<file path="config.mk">
export PLATFORM = sky130hd
export DESIGN_NAME = serial_transmitter_main_32_w
export DESIGN_NICKNAME = d
export VERILOG_FILES = /design/src/rtl/serial_32_w_pkg.sv /design/src/rtl/serial_transmitter_main_32_w_crc.sv /design/src/rtl/serial_transmitter_main_32_w.sv
export SDC_FILE = /design/constraint.sdc
export NUM_CORES = 1
export LEC_CHECK = 0
export BUFFER_PORTS_ARGS = -buffer_cell sky130_fd_sc_hd__buf_2
export CAP_MARGIN = 40
export CORE_MARGIN = 2
export CORE_UTILIZATION = 30
export DETAILED_ROUTE_END_ITERATION = 8
export GPL_TIMING_DRIVEN = 0
export PLACE_DENSITY = 0.55
export SLEW_MARGIN = 20
export SYNTH_ARGS = -nofsm -noshare
export SYNTH_HDL_FRONTEND = slang
export SYNTH_SLANG_ARGS = --single-unit
</file>
<file path="constraint.sdc">
create_clock -name clk -period 10.89 [get_ports clk]
set_input_delay 3.267 -clock clk [delete_from_list [all_inputs] [get_ports clk]]
set_output_delay 3.267 -clock clk [all_outputs]
set_load 0.01 [all_outputs]
</file>
<file path="src/rtl/serial_32_w_pkg.sv">
// rtl/serial_32_w_pkg.sv - shared types, constants and CRC step for the 32-word serial link
package serial_32_w_pkg;

    typedef enum logic [2:0] {
        IDLE  = 3'd0,
        START = 3'd1,
        DATA  = 3'd2,
        STOP  = 3'd3,
        GAP   = 3'd4
    } tx_state_e;

    localparam logic [15:0] CRC_INIT  = 16'hFFFF;
    localparam logic [15:0] CRC_POLY  = 16'hA001;
    localparam logic        LINE_IDLE = 1'b1;

    // One bit of the reflected CRC-16/Modbus-RTU shift register.
    function automatic logic [15:0] crc16_bit_step(input logic [15:0] crc, input logic din);
        logic [15:0] s;
        s = {1'b0, crc[15:1]};
        if (crc[0] ^ din) begin
            s = s ^ CRC_POLY;
        end
        return s;
    endfunction

endpackage

</file>
<file path="src/rtl/serial_transmitter_main_32_w_crc.sv">
// rtl/serial_transmitter_main_32_w_crc.sv - bit-serial CRC-16/Modbus-RTU for the transmit side
//
// Ports:
//   clk     system clock
//   reset   asynchronous active-low reset (register returns to CRC_INIT)
//   clear   synchronous re-initialise to CRC_INIT (wins over enable)
//   enable  advance the CRC by one bit using din
//   din     data bit being transmitted in the current bit slot
//   crc     current CRC register value
module crc_16_rtu_tx_32_w
    import serial_32_w_pkg::*;
(
    input  logic        clk,
    input  logic        reset,
    input  logic        clear,
    input  logic        enable,
    input  logic        din,
    output logic [15:0] crc
);

    always_ff @(posedge clk or negedge reset) begin
        if (!reset) begin
            crc <= CRC_INIT;
        end else if (clear) begin
            crc <= CRC_INIT;
        end else if (enable) begin
            crc <= crc16_bit_step(crc, din);
        end
    end

endmodule

</file>
<file path="src/rtl/serial_transmitter_main_32_w.sv">
// rtl/serial_transmitter_main_32_w.sv - framing UART-style transmitter with CRC-16/Modbus and idle gap
//
// Ports:
//   clk            system clock
//   reset          asynchronous active-low reset
//   data_in        N_WORD 16-bit words, word k on bits [16k+15:16k]
//   start          packet request, sampled only in IDLE (level-sensitive)
//   tx             serial line, idles high, driven from a flop
//   busy           high from the cycle after start is accepted until the gap ends
//   transmit_done  one-cycle pulse on the final gap cycle
//   frames_sent    (only with SERIAL_TX_FRAME_CNT_EN) wrapping count of transmit_done pulses
//
// Optional feature macro: SERIAL_TX_FRAME_CNT_EN
module serial_transmitter_main_32_w
    import serial_32_w_pkg::*;
#(
    parameter int N_WORD      = 32,
    parameter int CLK_PER_BIT = 4,
    parameter int GAP_BITS    = 12
) (
    input  logic                  clk,
    input  logic                  reset,
    input  logic [16*N_WORD-1:0]  data_in,
    input  logic                  start,
    output logic                  tx,
    output logic                  busy,
    output logic                  transmit_done
`ifdef SERIAL_TX_FRAME_CNT_EN
    ,
    output logic [15:0]           frames_sent
`endif
);

    localparam int CW = (CLK_PER_BIT > 1) ? $clog2(CLK_PER_BIT) : 1;
    localparam int GW = $clog2(GAP_BITS + 1);

    localparam logic [CW-1:0] BIT_LAST   = CW'(CLK_PER_BIT - 1);
    localparam logic [GW-1:0] GAP_LAST   = GW'(GAP_BITS - 1);
    localparam logic [6:0]    DATA_BYTES = 7'(2 * N_WORD);
    localparam logic [6:0]    LAST_BYTE  = 7'(2 * N_WORD + 1);

    tx_state_e             state_q,    state_n;
    logic [CW-1:0]         bit_cnt_q,  bit_cnt_n;
    logic [2:0]            bit_idx_q,  bit_idx_n;
    logic [6:0]            byte_idx_q, byte_idx_n;
    logic [GW-1:0]         gap_cnt_q,  gap_cnt_n;
    logic [16*N_WORD-1:0]  shadow_q;
    logic                  tx_q, tx_n;
    logic                  load;
    logic                  crc_clear;
    logic                  crc_en;
    logic [15:0]           crc;
    logic                  bit_end;
    logic [15:0]           word_n;
    logic [7:0]            byte_n;

    assign bit_end = (bit_cnt_q == BIT_LAST);

    // Next-state and counter logic.
    always_comb begin
        state_n    = state_q;
        bit_cnt_n  = bit_cnt_q;
        bit_idx_n  = bit_idx_q;
        byte_idx_n = byte_idx_q;
        gap_cnt_n  = gap_cnt_q;
        load       = 1'b0;
        crc_clear  = 1'b0;

        if (state_q != IDLE) begin
            bit_cnt_n = bit_end ? '0 : bit_cnt_q + 1'b1;
        end

        case (state_q)
            IDLE: begin
                if (start) begin
                    state_n    = START;
                    bit_cnt_n  = '0;
                    bit_idx_n  = '0;
                    byte_idx_n = '0;
                    gap_cnt_n  = '0;
                    load       = 1'b1;
                    crc_clear  = 1'b1;
                end
            end
            START: begin
                if (bit_end) begin
                    state_n   = DATA;
                    bit_idx_n = '0;
                end
            end
            DATA: begin
                if (bit_end) begin
                    if (bit_idx_q == 3'd7) begin
                        state_n = STOP;
                    end else begin
                        bit_idx_n = bit_idx_q + 3'd1;
                    end
                end
            end
            STOP: begin
                if (bit_end) begin
                    if (byte_idx_q == LAST_BYTE) begin
                        state_n   = GAP;
                        gap_cnt_n = '0;
                    end else begin
                        state_n    = START;
                        byte_idx_n = byte_idx_q + 7'd1;
                    end
                end
            end
            GAP: begin
                if (bit_end) begin
                    if (gap_cnt_q == GAP_LAST) begin
                        state_n = IDLE;
                    end else begin
                        gap_cnt_n = gap_cnt_q + 1'b1;
                    end
                end
            end
            default: begin
                state_n = IDLE;
            end
        endcase
    end

    // Byte to be on the line in the next cycle. Data bytes come from the
    // shadow copy, high byte of each word first; then CRC low, CRC high.
    // The CRC is already final when the first CRC byte is selected because
    // the last data bit updates it on entry to that byte's STOP.
    always_comb begin
        word_n = '0;
        byte_n = crc[15:8];
        if (byte_idx_n < DATA_BYTES) begin
            for (int k = 0; k < N_WORD; k++) begin
                if (byte_idx_n[6:1] == 6'(k)) begin
                    word_n = shadow_q[16*k +: 16];
                end
            end
            byte_n = byte_idx_n[0] ? word_n[7:0] : word_n[15:8];
        end else if (byte_idx_n == DATA_BYTES) begin
            byte_n = crc[7:0];
        end
    end

    // tx is precomputed from the next state so the pin comes straight off a flop.
    always_comb begin
        tx_n = LINE_IDLE;
        case (state_n)
            START:   tx_n = 1'b0;
            DATA:    tx_n = byte_n[bit_idx_n];
            default: tx_n = LINE_IDLE;
        endcase
    end

    // tx_q holds the bit of the current slot, so it is also the CRC input.
    assign crc_en = (state_q == DATA) && bit_end && (byte_idx_q < DATA_BYTES);

    crc_16_rtu_tx_32_w u_crc (
        .clk    (clk),
        .reset  (reset),
        .clear  (crc_clear),
        .enable (crc_en),
        .din    (tx_q),
        .crc    (crc)
    );

    always_ff @(posedge clk or negedge reset) begin
        if (!reset) begin
            state_q    <= IDLE;
            bit_cnt_q  <= '0;
            bit_idx_q  <= '0;
            byte_idx_q <= '0;
            gap_cnt_q  <= '0;
            shadow_q   <= '0;
            tx_q       <= LINE_IDLE;
        end else begin
            state_q    <= state_n;
            bit_cnt_q  <= bit_cnt_n;
            bit_idx_q  <= bit_idx_n;
            byte_idx_q <= byte_idx_n;
            gap_cnt_q  <= gap_cnt_n;
            tx_q       <= tx_n;
            if (load) begin
                shadow_q <= data_in;
            end
        end
    end

    assign tx            = tx_q;
    assign busy          = (state_q != IDLE);
    assign transmit_done = (state_q == GAP) && bit_end && (gap_cnt_q == GAP_LAST);

`ifdef SERIAL_TX_FRAME_CNT_EN
    always_ff @(posedge clk or negedge reset) begin
        if (!reset) begin
            frames_sent <= '0;
        end else if (transmit_done) begin
            frames_sent <= frames_sent + 16'd1;
        end
    end
`endif

endmodule

</file>
==> results.ini <==
[synth]
synthMuxAreaShare_pct = 2.21
synth-xor-area-share_pct = 0.0985
syn-cell-area_um2 = 26700
yosys.area_share.simple_pct = 30.2
synth_warnings = 0
syn-num-nets = 3881
synthAdderAreaFrac_pct = 0.235
synth_edf_count = 0
synth_compound_area_share_pct = 12.0
synth_ff_type = dfrtp_1
ys_seq_elements = 548
synth_cells = 3361
synthArstFlopShare_pct = 100
synth.avg_cell_area_um2 = 7.93
synth.distinct_cells = 88
synth_top_family_by_area = simple AND/OR/NAND/NOR gates
ys_seq_area_share_pct = 51.5

[global_route]
grt_pass1_wl_um = 201000
grt_max_degree = 92
antenna_found_initial = 8
grt_pass1_vias = 27359
globalRouteTotalUtil_pct = 31.3
gr-total-overflow = 0

[clock_tree]
clk_pin_slew_ns = 0.07
cts_buffers = 61
tritoncts = yes
cts_sinks = 548
htreeDepth = 2
clk_path_buf_depth = 3
cts_setup_buffers = 0
hold_buffers = 0
cts-resized-gates = 0
cts-root-buf = clkbuf_16
clock_latency_ns = 0.69

[placed_design]
port-buffer-count = 517
hpwl_um = 114000
routabilityCongestion = 1.01
post-place-ws_ns = 2.62

[sta]
setup_ws_ns = 2.97
finalCriticalPeriod_ns = 7.92
hold_violations = 0
drv_slew = 0
fmax_mhz = 126
setup_viol = 0
tightest_slew_ns = 1.09
relSlewSlack_pct = 27.5
rsz0062_at_grt = no
clock-skew-final_ns = 0.0731
fin_crit_sh_pct = 72.7

[floorplanning]
die_area_um2 = 91300
die-width_um = 302
core_area_um2 = 88200
fp.dieH_um = 302
start_util_pct = 30.2
rows = 109
ios = 518

[setup_path]
end_kind = flip-flop
crit_chain = buf_2, or4b_1, buf_2, nand2_1, mux2_2, inv_2, buf_6, buf_2, buf_2, buf_2, a21oi_1, nor4_1, o21ai_0, a221o_1, a22oi_1, o22ai_1
cp_max_fo = 10
worst-setup-path-type = in2reg
cp.required_ns = 11.48
crit_slowest_cell = nor4_1
cpPeakStageDelay_ns = 0.85
timing.critical_path.mode_cell = buf_2
crit_family = buffers and inverters
critPathLaunchType = primary input
worstPathArrival_ns = 8.50
cp.buffers_inverters = 7

[run_status]
status = finished, final reports clean

[layout]
drive_above_1_share_pct = 19.3
fill_cells = 9425
nets = 4493
synthToLayoutAreaGrowth_pct = 25.0

[pwr]
peakVddDrop_v = 0.000174
finalPower_mw = 9.27
power.leakage_nw = 16.8
p_per_area_nw_per_um2 = 278

[route]
dr.pass1.iters = 5
vias = 28079
post_drt_wl_per_cell_um = 28.1
ant_nets = 0
initialDrtViolationCount = 3472
drt-vias-per-instance = 5.41
postRouteWirelength_um = 146000
drcViolationCount = 0

[worst_hold_path]
min_path_type = reg2reg

[job]
drv_cap = 0

worst reg2reg max path, stage by stage, from the launching register on:
cell and delay [ns]:
dfrtp_1 0.39, ha_1 0.34, nand4b_1 0.39, a21oi_1 0.38, mux2_2 0.42, inv_2 0.32, buf_6 0.33, buf_2 0.42
buf_2 0.47, buf_2 0.63, a21oi_1 0.26, nor4_1 0.85, o21ai_0 0.31, a221o_1 0.45, a22oi_1 0.18, o22ai_1 0.12
cell families (layout without fill, tap and decap cells):
kind of cell / Yosys count / in the layout
mux: 43 / 43
buf+inv: 238 / 900
xor+xnor: 3 / 3
flops: 548 / 548
other cells: 0 / 3
simple gates: 2038 / 2038
compound gates: 486 / 486
fa+ha+maj: 5 / 5
report_power, final:
group	switching [mW]	internal, mW	total (mW)	leakage [nW]
Combinational	2.21	1.00	3.22	8.99
Sequential	0.849	3.00	3.85	6.82
Clock	0.945	1.27	2.21	1.03
placed cells by master, fill, tap and decap left out, types with 14 or more instances in the layout:
cell and n:
nand2_1 1761, buf_2 561, dfrtp_1 531, clkbuf_1 164, a21oi_1 135, o21ai_0 111
nor2_1 99, nand3_1 62, clkbuf_16 61, o22ai_1 28, nor3_1 28, mux2i_1 25
a31oi_1 24, a211oi_1 23, buf_6 19, o211ai_1 19, a221oi_1 18, dfstp_2 17
inv_1 16, a22oi_1 14
stage by stage:
step | instances | cell area [um2] | hold slack (ns) | util [%] | TNS (ns)
after floorplan | 3361 | 26700 | 0.437 | - | 0
after global placement | 5043 | 30700 | 0.452 | 34.8 | -2871.07
after detailed placement | 5074 | 31200 | 0.454 | 35.4 | 0
after CTS | 5187 | 33300 | 0.470 | 37.7 | 0
after global routing | 5190 | 33300 | 0.489 | 37.8 | 0
final | 5191 | 33300 | 0.472 | 37.8 | 0
flip-flops by register name, indices dropped and copies added (netlist names):
| name | count |
|---|---|
| shadow_q | 512 |
| u_crc.crc | 16 |
| byte_idx_q | 7 |
| gap_cnt_q | 4 |
| bit_idx_q | 3 |
| state_q | 3 |
| bit_cnt_q | 2 |
| tx | 1 |
final timing paths:
kind / start / to / slack [ns] / cells after the start
setup / recovery: start / tx / 2.97 / 16
hold / removal: shadow_q[28] / shadow_q[28] / 0.47 / 2
setup reg to reg: bit_cnt_q[0] / tx / 4.60 / 15
hold reg to reg: shadow_q[28] / shadow_q[28] / 0.47 / 2
max in group asynchronous: reset / shadow_q[451] / 6.66 / 4
min in group asynchronous: reset / shadow_q[12] / 2.50 / 1
routing by layer:
metal / GRT usage, % / part of all wire [%] / vias up
li1: - / - / 12274
met1: 42.9 / 42 / 13787
met2: 46.6 / 43 / 1629
met3: 6.79 / 9.4 / 379
met4: 15.6 / 5.6 / 10
met5: 0 / 0.033 / -
synthesized netlist by cell type, drive strengths merged (14+ instances only):
cell    number  share of area, %
a31oi       26              0.69
a22oi       14              0.39
buf         66               1.4
nor4        14              0.41
mux2i       25              0.94
a221oi      19              0.65
clkbuf     152               2.1
o21ai      114               2.1
a211oi      23              0.65
a21oi      135               2.5
nand3       63               1.2
nor2       103               1.5
inv         20              0.28
o22ai       28              0.66
dfstp       17               1.7
nor3        29              0.54
dfrtp      531                50
o211ai      20              0.58
nand2     1763                25
final cells by class:
class	count	area, um2	area share (%)
tap	1165	1460	4.37
timing repair buffer	549	3070	9.21
inverter	20	75.1	0.225
multi-input combinational	2575	11900	35.8
clock inverter	27	388	1.16
antenna	3	7.51	0.0225
clock buffer	86	1710	5.13
buffer	218	940	2.82
sequential	548	13700	41.2
(Power assumes the default switching activity.)
